==> config.mk <==
export PLATFORM = sky130hd
export DESIGN_NAME = uart_mmio_port
export DESIGN_NICKNAME = d
export VERILOG_FILES = /design/src/rtl/uart_mmio_port_pkg.sv /design/src/rtl/uart_mmio_port_rx_core.sv /design/src/rtl/uart_mmio_port.sv
export SDC_FILE = /design/constraint.sdc
export NUM_CORES = 1
export LEC_CHECK = 0
export CORE_ASPECT_RATIO = 1.25
export CORE_MARGIN = 5
export CORE_UTILIZATION = 51
export CTS_BUF_LIST = sky130_fd_sc_hd__clkbuf_4
export DETAILED_ROUTE_END_ITERATION = 8
export PLACE_DENSITY = 0.78
export SLEW_MARGIN = 5
export SYNTH_ARGS = -nofsm -noshare
export SYNTH_HDL_FRONTEND = slang
export SYNTH_SLANG_ARGS = --single-unit
==> constraint.sdc <==
create_clock -name clk -period 2.5 [get_ports clk]
set_input_delay 0.25 -clock clk [delete_from_list [all_inputs] [get_ports clk]]
set_output_delay 0.25 -clock clk [all_outputs]
set_load 0.005 [all_outputs]
==> src/rtl/uart_mmio_port_pkg.sv <==
// Shared definitions for the memory-mapped UART: register indices, STATUS bit
// positions, FSM state encodings and the effective-divisor helper.
package uart_mmio_port_pkg;

   localparam logic [31:0] UART_TXDATA  = 32'd0;
   localparam logic [31:0] UART_STATUS  = 32'd1;
   localparam logic [31:0] UART_RXDATA  = 32'd2;
   localparam logic [31:0] UART_BAUDDIV = 32'd3;

   localparam int ST_TX_BUSY    = 0;
   localparam int ST_RX_VALID   = 1;
   localparam int ST_RX_OVERRUN = 2;

   typedef enum logic [1:0] {
      TX_IDLE  = 2'd0,
      TX_START = 2'd1,
      TX_DATA  = 2'd2,
      TX_STOP  = 2'd3
   } tx_state_t;

   typedef enum logic [1:0] {
      RX_IDLE  = 2'd0,
      RX_START = 2'd1,
      RX_DATA  = 2'd2,
      RX_STOP  = 2'd3
   } rx_state_t;

   // The stored divisor is kept as written; only its use is floored.
   function automatic logic [15:0] eff_div(input logic [15:0] div, input logic [15:0] floor_val);
      return (div < floor_val) ? floor_val : div;
   endfunction

endpackage

==> src/rtl/uart_mmio_port_rx_core.sv <==
// UART receive path: 2-flop synchroniser, start-edge detect, half-bit start
// validation, 8 LSB-first data samples and a stop-bit check.
module uart_mmio_port_rx_core
   import uart_mmio_port_pkg::*;
(
   input  logic        clk,
   input  logic        rst_n,
   input  logic        i_rx,
   input  logic [15:0] i_div_eff,
   output logic [7:0]  o_rx_byte,
   output logic        o_rx_done
);

   logic        r_sync1;
   logic        r_sync2;
   logic        r_sync_prev;
   rx_state_t   r_state;
   logic [15:0] r_div;
   logic [15:0] r_cnt;
   logic [3:0]  r_bit;
   logic [7:0]  r_shift;

   always_ff @(posedge clk or negedge rst_n) begin
      if (!rst_n) begin
         r_sync1     <= 1'b1;
         r_sync2     <= 1'b1;
         r_sync_prev <= 1'b1;
         r_state     <= RX_IDLE;
         r_div       <= '0;
         r_cnt       <= '0;
         r_bit       <= '0;
         r_shift     <= '0;
         o_rx_byte   <= '0;
         o_rx_done   <= 1'b0;
      end else begin
         r_sync1     <= i_rx;
         r_sync2     <= r_sync1;
         r_sync_prev <= r_sync2;
         o_rx_done   <= 1'b0;
         unique case (r_state)
            RX_IDLE: begin
               if (r_sync_prev && !r_sync2) begin
                  r_div   <= i_div_eff;
                  r_cnt   <= i_div_eff >> 1;
                  r_state <= RX_START;
               end
            end
            RX_START: begin
               // A line back high at mid start bit was only a glitch.
               if (r_cnt == 16'd0) begin
                  if (r_sync2) begin
                     r_state <= RX_IDLE;
                  end else begin
                     r_cnt   <= r_div;
                     r_bit   <= '0;
                     r_state <= RX_DATA;
                  end
               end else begin
                  r_cnt <= r_cnt - 16'd1;
               end
            end
            RX_DATA: begin
               if (r_cnt == 16'd0) begin
                  r_shift <= {r_sync2, r_shift[7:1]};
                  r_cnt   <= r_div;
                  if (r_bit == 4'd7) begin
                     r_state <= RX_STOP;
                  end else begin
                     r_bit <= r_bit + 4'd1;
                  end
               end else begin
                  r_cnt <= r_cnt - 16'd1;
               end
            end
            RX_STOP: begin
               if (r_cnt == 16'd0) begin
                  r_state <= RX_IDLE;
                  if (r_sync2) begin
                     o_rx_byte <= r_shift;
                     o_rx_done <= 1'b1;
                  end
               end else begin
                  r_cnt <= r_cnt - 16'd1;
               end
            end
            default: r_state <= RX_IDLE;
         endcase
      end
   end

endmodule

==> src/rtl/uart_mmio_port.sv <==
// Memory-mapped 8N1 UART on the data bus: register file, TX serialiser and the
// rx_valid / rx_overrun flag logic around the receive core.
module uart_mmio_port
   import uart_mmio_port_pkg::*;
#(
   parameter logic [15:0] DIV_RESET = 16'd433,
   parameter logic [15:0] DIV_MIN   = 16'd3
) (
   input  logic        clk,
   input  logic        rst_n,
   input  logic        Select,
   input  logic        Write,
   input  logic [31:0] Addr,
   input  logic [31:0] DataIn,
   output logic [31:0] DataOut,
   output logic        tx,
   input  logic        rx
);

   logic        w_wr;
   logic        w_wr_tx;
   logic        w_wr_status;
   logic        w_wr_baud;
   logic [15:0] w_div_eff;
   logic        w_tx_busy;
   logic [7:0]  w_rx_byte;
   logic        w_rx_done;
   logic        w_unused;

   tx_state_t   r_tx_state;
   logic        r_tx;
   logic [7:0]  r_txdata;
   logic [7:0]  r_tx_shift;
   logic [15:0] r_tx_div;
   logic [15:0] r_tx_cnt;
   logic [3:0]  r_tx_bit;

   logic [15:0] r_bauddiv;
   logic [7:0]  r_rxdata;
   logic        r_rx_valid;
   logic        r_rx_overrun;

   assign w_wr        = Select && Write;
   assign w_wr_tx     = w_wr && (Addr == UART_TXDATA);
   assign w_wr_status = w_wr && (Addr == UART_STATUS);
   assign w_wr_baud   = w_wr && (Addr == UART_BAUDDIV);
   assign w_div_eff   = eff_div(r_bauddiv, DIV_MIN);
   assign w_tx_busy   = (r_tx_state != TX_IDLE);
   assign tx          = r_tx;
   assign w_unused    = ^DataIn[31:16];

   // Writes to TXDATA are only honoured from IDLE, so a busy-time write
   // leaves the holding register and the frame in flight untouched.
   always_ff @(posedge clk or negedge rst_n) begin
      if (!rst_n) begin
         r_tx_state <= TX_IDLE;
         r_tx       <= 1'b1;
         r_txdata   <= '0;
         r_tx_shift <= '0;
         r_tx_div   <= '0;
         r_tx_cnt   <= '0;
         r_tx_bit   <= '0;
      end else begin
         unique case (r_tx_state)
            TX_IDLE: begin
               if (w_wr_tx) begin
                  r_txdata   <= DataIn[7:0];
                  r_tx_shift <= DataIn[7:0];
                  r_tx       <= 1'b0;
                  r_tx_div   <= w_div_eff;
                  r_tx_cnt   <= '0;
                  r_tx_state <= TX_START;
               end
            end
            TX_START: begin
               if (r_tx_cnt == r_tx_div) begin
                  r_tx_cnt   <= '0;
                  r_tx       <= r_tx_shift[0];
                  r_tx_shift <= {1'b0, r_tx_shift[7:1]};
                  r_tx_bit   <= '0;
                  r_tx_state <= TX_DATA;
               end else begin
                  r_tx_cnt <= r_tx_cnt + 16'd1;
               end
            end
            TX_DATA: begin
               if (r_tx_cnt == r_tx_div) begin
                  r_tx_cnt <= '0;
                  if (r_tx_bit == 4'd7) begin
                     r_tx       <= 1'b1;
                     r_tx_state <= TX_STOP;
                  end else begin
                     r_tx       <= r_tx_shift[0];
                     r_tx_shift <= {1'b0, r_tx_shift[7:1]};
                     r_tx_bit   <= r_tx_bit + 4'd1;
                  end
               end else begin
                  r_tx_cnt <= r_tx_cnt + 16'd1;
               end
            end
            TX_STOP: begin
               if (r_tx_cnt == r_tx_div) begin
                  r_tx_cnt   <= '0;
                  r_tx_state <= TX_IDLE;
               end else begin
                  r_tx_cnt <= r_tx_cnt + 16'd1;
               end
            end
            default: r_tx_state <= TX_IDLE;
         endcase
      end
   end

   // Hardware sets are applied after software clears so that a set wins.
   always_ff @(posedge clk or negedge rst_n) begin
      if (!rst_n) begin
         r_bauddiv    <= DIV_RESET;
         r_rxdata     <= '0;
         r_rx_valid   <= 1'b0;
         r_rx_overrun <= 1'b0;
      end else begin
         if (w_wr_baud) begin
            r_bauddiv <= DataIn[15:0];
         end
         if (w_wr_status && DataIn[ST_RX_VALID]) begin
            r_rx_valid <= 1'b0;
         end
         if (w_wr_status && DataIn[ST_RX_OVERRUN]) begin
            r_rx_overrun <= 1'b0;
         end
         if (w_rx_done) begin
            if (!r_rx_valid) begin
               r_rxdata   <= w_rx_byte;
               r_rx_valid <= 1'b1;
            end else begin
               r_rx_overrun <= 1'b1;
            end
         end
      end
   end

   always_comb begin
      DataOut = '0;
      if (Select) begin
         case (Addr)
            UART_TXDATA:  DataOut[7:0]  = r_txdata;
            UART_STATUS: begin
               DataOut[ST_TX_BUSY]    = w_tx_busy;
               DataOut[ST_RX_VALID]   = r_rx_valid;
               DataOut[ST_RX_OVERRUN] = r_rx_overrun;
            end
            UART_RXDATA:  DataOut[7:0]  = r_rxdata;
            UART_BAUDDIV: DataOut[15:0] = r_bauddiv;
            default:      DataOut       = '0;
         endcase
      end
   end

   uart_mmio_port_rx_core u_rx_core (
      .clk       (clk),
      .rst_n     (rst_n),
      .i_rx      (rx),
      .i_div_eff (w_div_eff),
      .o_rx_byte (w_rx_byte),
      .o_rx_done (w_rx_done)
   );

endmodule
# --- After elaboration in Yosys (flattened, before gate mapping) ---
# Cells that the tools add are included.
totals:
  ram_bits: 0
  latch_bits: 0
  output_inout_bits: 33
  in_bits: 69
  ff_bits: 139
  word_cells: 138
  memories: 0
  mem_bits_ro: 0
op_classes:
  n_shift: 0
  add_sub_neg: 4
  mul: 0
  n_bitwise: 1
  n_lt_le_gt_ge: 1
  eq_ne: 27
  n_mux: 55
  div_mod_pow: 0
  reduce_logical: 29
op_table:
  columns: ["operator", "n"]
  rows:
  - ["16-bit 2-to-1 mux", 9]
  - ["32-bit by 2-bit == test with 1-bit output, second input constant", 2]
  - ["16-bit case mux with 4 select lines", 1]
  - ["8-bit 2-to-1 mux", 5]
  - ["32-bit by 1-bit == test with 1-bit output, second input constant", 1]
  - ["32-bit logical NOT", 1]
  - ["16-bit case mux with 2 select lines", 1]
  - ["4-bit 2-to-1 mux", 7]
  - ["8-bit case mux with 3 select lines", 1]
  - ["2-bit 2-to-1 mux", 11]
  - ["5-bit AND reduction", 4]
  - ["2-bit != test, second input constant", 9]
  - ["16-bit by 1-bit adder with 16-bit output, second input constant", 1]
  - ["16-bit == test", 1]
  - ["16-bit logical NOT", 1]
  - ["16-bit by 2-bit < comparator with 1-bit output, second input constant", 1]
  - ["2-bit case mux with 4 select lines", 2]
  - ["4-bit case mux with 2 select lines", 2]
  - ["16-bit by 1-bit subtractor with 16-bit output, second input constant", 1]
  - ["5-bit case mux with 3 select lines", 1]
  - ["1-bit 2-to-1 mux", 13]
  - ["3-bit case mux with 4 select lines", 1]
  - ["2-bit by 1-bit != test with 1-bit output, second input constant", 5]
  - ["4-bit by 1-bit adder with 4-bit output, second input constant", 2]
  - ["other kinds (15)", 34]

# --- Longest topological paths before layout ---
logic_depth:
  ltp_word: 6
  depth_mapped: 9
  depth_no_buf: 8

# --- Cells and area by module ---
# From an unflattened synthesis, not the netlist that was laid out.
hier_totals:
  hier_cells: 745
  area_unflattened_um2: 7842.5
modules_own_cells:
  columns: ["mod", "area_per_inst_um2", "cells_per_inst", "seq_area_each_um2", "instances"]
  rows:
  - ["uart_mmio_port", 4455.5, 418, 2034.5, 1]
  - ["uart_mmio_port_rx_core", 3387.0, 327, 1455.1, 1]

# --- Worst setup path before layout ---
# Ideal clock, no wire load.
synth_timing:
  path_type: "register -> register"
  start: "reg u_rx_core.r_cnt[3]"
  end: "reg u_rx_core.o_rx_byte[0]"
  required_time_ps: 2375
  path_stages_with_launch: 8
  setup_time_ps: 125
  n_path_buf: 2
  period_less_slack_ps: 2390
  arrival_time_ps: 2265
  path_slack_ps: 110
  path_cell_list: "dfrtp_1 > or3_1 > buf_2 > or4_4 > nor2_4 > and3_1 > buf_4 > mux2_2"
synth_via:
  elab_chain_len: 2
synth_lines:
  columns: ["item", "line_no", "source"]
  rows:
  - ["start, declared", "uart_mmio_port_rx_core.sv:19", "logic [15:0] r_cnt;"]
  - ["start signal, assigned", "uart_mmio_port_rx_core.sv:44", "r_cnt <= i_div_eff >> 1;"]
  - ["start signal, assigned", "uart_mmio_port_rx_core.sv:54", "r_cnt <= r_div;"]
  - ["start signal, assigned", "uart_mmio_port_rx_core.sv:59", "r_cnt <= r_cnt - 16'd1;"]
  - ["16-bit logical NOT", "uart_mmio_port_rx_core.sv:76", "if (r_cnt == 16'd0) begin"]
  - ["3-bit AND reduction (no source line)", null, null]
  - ["end signal, assigned", "uart_mmio_port_rx_core.sv:79", "o_rx_byte <= r_shift;"]
  - ["end, declared", "uart_mmio_port_rx_core.sv:10", "output logic [7:0] o_rx_byte,"]
# No other way between the ends.
# A chain may end at the register's enable or synchronous reset.

# --- Worst setup path in the final report ---
layout_timing:
  start: "in Addr[4]"
  end: "out DataOut[9]"
layout_via:
  elab_chain_len: 3
layout_lines:
  columns: ["item", "line_no", "source"]
  rows:
  - ["start, declared", "uart_mmio_port.sv:13", "input logic [31:0] Addr,"]
  - ["32-bit by 2-bit == test with 1-bit output", "uart_mmio_port.sv:145", "case (Addr)"]
  - ["8-bit 2-to-1 mux", "uart_mmio_port.sv:145", null]
  - ["16-bit 2-to-1 mux", "uart_mmio_port.sv:144", "if (Select) begin"]
  - ["end, declared", "uart_mmio_port.sv:15", "output logic [31:0] DataOut,"]
# No other way between the ends.

==> impl_metrics.py <==
metrics = {
    "floorplan": {
        "fp.coreArea_sq_um": 14200,
        "die_w_microns": 117,
        "ios": 102,
        "fp.dieH_microns": 144,
        "dieArea_sq_um": 16800,
        "initial_core_util": 0.514,
        "rows": 49,
    },
    "logic_synthesis": {
        "synthArstFlopShare": 1.00,
        "synth_edf_count": 0,
        "syn_inst": 690,
        "avgSynthCellArea_sq_um": 10.6,
        "synth_cell_type_count": 64,
        "synth_area_sq_um": 7310,
        "ys_ff_latch": 139,
        "ys_seq_area_frac": 0.477,
        "yosys_most_used_dff": "dfrtp_1",
        "ys_warn_count": 0,
    },
    "grt": {
        "grt.overflow.total": 0,
        "grt_pass1_wl_microns": 28600,
        "grt_pass1_vias": 5753,
        "grt_util_all_layers": 0.216,
        "grt_max_degree": 81,
        "antenna_found_initial": 1,
    },
    "clock_network": {
        "root_buffer": "clkbuf_4",
        "cts.sinks": 139,
        "cts_tree": "built",
        "clock_latency_ns": 0.56,
        "cts.clk_slew.worst_paths_ns": 0.12,
        "cts_buffers": 17,
        "cts_buffer_depth": 2,
        "cts_htree_levels": 4,
    },
    "setup_path": {
        "path_max_fanout": 8,
        "critical_path_arrival_ns": 2.28,
        "critical_path_class": "in -> out",
        "crit_path_start_kind": "input pin",
        "critPathCaptureType": "primary output",
        "required_ns": 2.25,
    },
    "final_layout": {
        "fin_util": 0.620,
        "area_growth_pct": 20.7,
        "layout.nets": 866,
        "final_area_sq_um": 8820,
        "instances_no_fill": 974,
        "n_fill_cell": 1111,
        "drive_gt1_frac": 0.244,
    },
    "sta": {
        "fin_crit_ns": 2.53,
        "fin_ws_ns": -0.0295,
        "worst_pin_slew_ns": 0.793,
        "drv_slew": 0,
        "finalCritPeriodShare": 1.01,
        "finalHoldViolCount": 0,
        "rsz0062_at_grt": "true",
        "fin_skew_ns": 0.0120,
        "timing.slew.headroom": 0.471,
        "fmax_mhz": 395,
        "setup_viol": 6,
    },
    "route": {
        "drt_iter0_markers": 316,
        "wl_per_cell_microns": 18.2,
        "wirelength_microns": 17700,
        "via_per_inst": 5.78,
        "firstDrtPassIters": 5,
        "ant_nets": 0,
        "drc_errors": 0,
        "num_vias": 5632,
    },
    "job": {
        "max_cap_violations": 0,
    },
    "power_and_ir_drop": {
        "power.total_mw": 6.70,
        "power.density_nw_per_um2": 760,
        "vdd_ir_drop_max_v": 0.000388,
        "leakage_nw": 3.95,
    },
    "placement": {
        "dp.cells": 936,
        "dpl.hpwl_microns": 12600,
        "portBuffers": 69,
        "place_area_sq_um": 8310,
        "place_congestion": 0.866,
    },
    "run_status": {
        "status": "finished with violations",
        "violations": "negative setup slack",
    },
    "hold_path": {
        "min_path_type": "in -> reg",
    },
}
routing by layer:
metal,global-route usage,up-vias,wire length (microns)
li1,-,2627,-
met1,0.261,2812,6990
met2,0.374,147,9500
met3,0.0404,46,675
met4,0.0966,0,526
met5,0,-,0
Yosys cell counts (3+ instances only):
master      n  area [sq um]
dfrtp_1   130          3250
mux2_2     80           901
nor2_1     64           240
o21ai_0    53           265
nand2_1    42           158
a21oi_1    26           130
inv_1      24          90.1
clkbuf_1   22          82.6
xnor2_1    22           193
buf_4      19           143
nand3_1    16          80.1
ha_1       14           175
and3_1     13          81.3
nor4_1     11          68.8
a221oi_1   10          87.6
o31ai_1    10          75.1
dfstp_2     9           236
mux2i_1     9          90.1
a22o_1      8          70.1
nand4_1     8          50.1
mux2_1      7          78.8
nor3_1      7          35.0
a31oi_1     6          37.5
and2_1      6          37.5
a211oi_1    5          37.5
nor2b_1     5          31.3
or2_2       5          31.3
buf_2       4          20.0
xor2_1      4          35.0
buf_1       3          11.3
nand2b_1    3          18.8
o32ai_1     3          26.3
sequential cells by signal (all words and copies together) (netlist names), 2 cells and up, named ones only:
name,flops
r_bauddiv,16
r_rxdata,8
r_tx_bit,4
r_tx_cnt,16
r_tx_div,16
r_tx_shift,8
r_tx_state,2
r_txdata,8
u_rx_core.o_rx_byte,8
u_rx_core.r_bit,4
u_rx_core.r_cnt,16
u_rx_core.r_div,16
u_rx_core.r_shift,8
report_power, final:
part           internal [mW]  switching (mW)  total (mW)  leakage, nW
Clock                  0.996           0.860        1.86        0.187
Sequential              2.42           0.156        2.58         1.83
Combinational           1.00            1.27        2.27         1.93
critical path, cell delays in order:
cell	delay, ns
clkdlybuf4s50_1	0.43
nor4_1	0.34
nand4_1	0.23
nor2_2	0.23
nand2_4	0.14
nor2_2	0.14
clkdlybuf4s50_1	0.52
stage by stage:
stage          setup TNS, ns  hold slack, ns  setup slack (ns)
2_1_floorplan              0         -0.0456             0.110
3_3_place_gp           -1.11           0.335            -0.124
3_5_place_dp           -2.34           0.347            -0.209
4_1_cts             -0.00150          0.0587          -0.00150
5_1_grt               -0.839          0.0525            -0.100
6_report              -0.118          0.0872           -0.0295
final cells by class:
type / instances / area [sq um] / area share
Antenna cell: 1 / 2.50 / 0.000284
Clock buffer: 17 / 128 / 0.0145
Clock inverter: 14 / 239 / 0.0271
Inverter: 24 / 90.1 / 0.0102
Sequential cell: 139 / 3490 / 0.396
Timing Repair Buffer: 109 / 1060 / 0.121
Multi-Input combinational cell: 492 / 3580 / 0.406
Tap cell: 178 / 223 / 0.0253
layout by cell type (no fill, tap or decap), types with 17 or more instances in the layout:
cell | synthesis | layout
a21oi_1 | 26 | 26
buf_4 | 19 | 33
clkbuf_4 | 0 | 17
clkdlybuf4s50_1 | 0 | 67
dfrtp_1 | 130 | 130
inv_1 | 24 | 24
mux2_2 | 80 | 80
nand2_1 | 42 | 41
nor2_1 | 64 | 60
o21ai_0 | 53 | 53
xnor2_1 | 22 | 22
path summary, 6_finish.rpt:
path                                     from             endpoint  slack (ns)  depth (start not counted)
max reg2reg                u_rx_core.r_cnt[7]   u_rx_core.r_cnt[4]        0.10                          8
min                                        rx    u_rx_core.r_sync1        0.09                          1
max in group asynchronous               rst_n           r_rx_valid        1.46                          3
min reg2reg                 u_rx_core.r_sync1    u_rx_core.r_sync2        0.37                          0
max                                   Addr[4]           DataOut[9]       -0.03                          7
min in group asynchronous               rst_n  u_rx_core.r_div[15]        0.27                          2
cells by family (layout without fill, tap and decap cells):
| kind of cell | Yosys count | in the layout | share of synthesized area |
|---|---|---|---|
| and+or+nand+nor | 200 | 200 | 0.141 |
| other | 1 | 17 | 0.000513 |
| xor gates and xnor gates | 27 | 27 | 0.0334 |
| AOI/OAI and AO/OA | 137 | 137 | 0.121 |
| adders and majority gates | 14 | 14 | 0.0240 |
| buffers and inverters | 74 | 164 | 0.0505 |
| DFF | 139 | 139 | 0.477 |
| muxes | 98 | 98 | 0.153 |
timing repair:
action | 4_1_cts | 5_1_grt
gates resized for setup | 5 | 15
pin swaps | 0 | 6
cloned | 0 | 1
setup endpoints to repair | 12 | 26
hold buffers | 1 | 0
endpoints found under the hold margin | 69 | 0
setup buffers | 0 | 4
No activity file was read; power rests on OpenSTA's default activity.
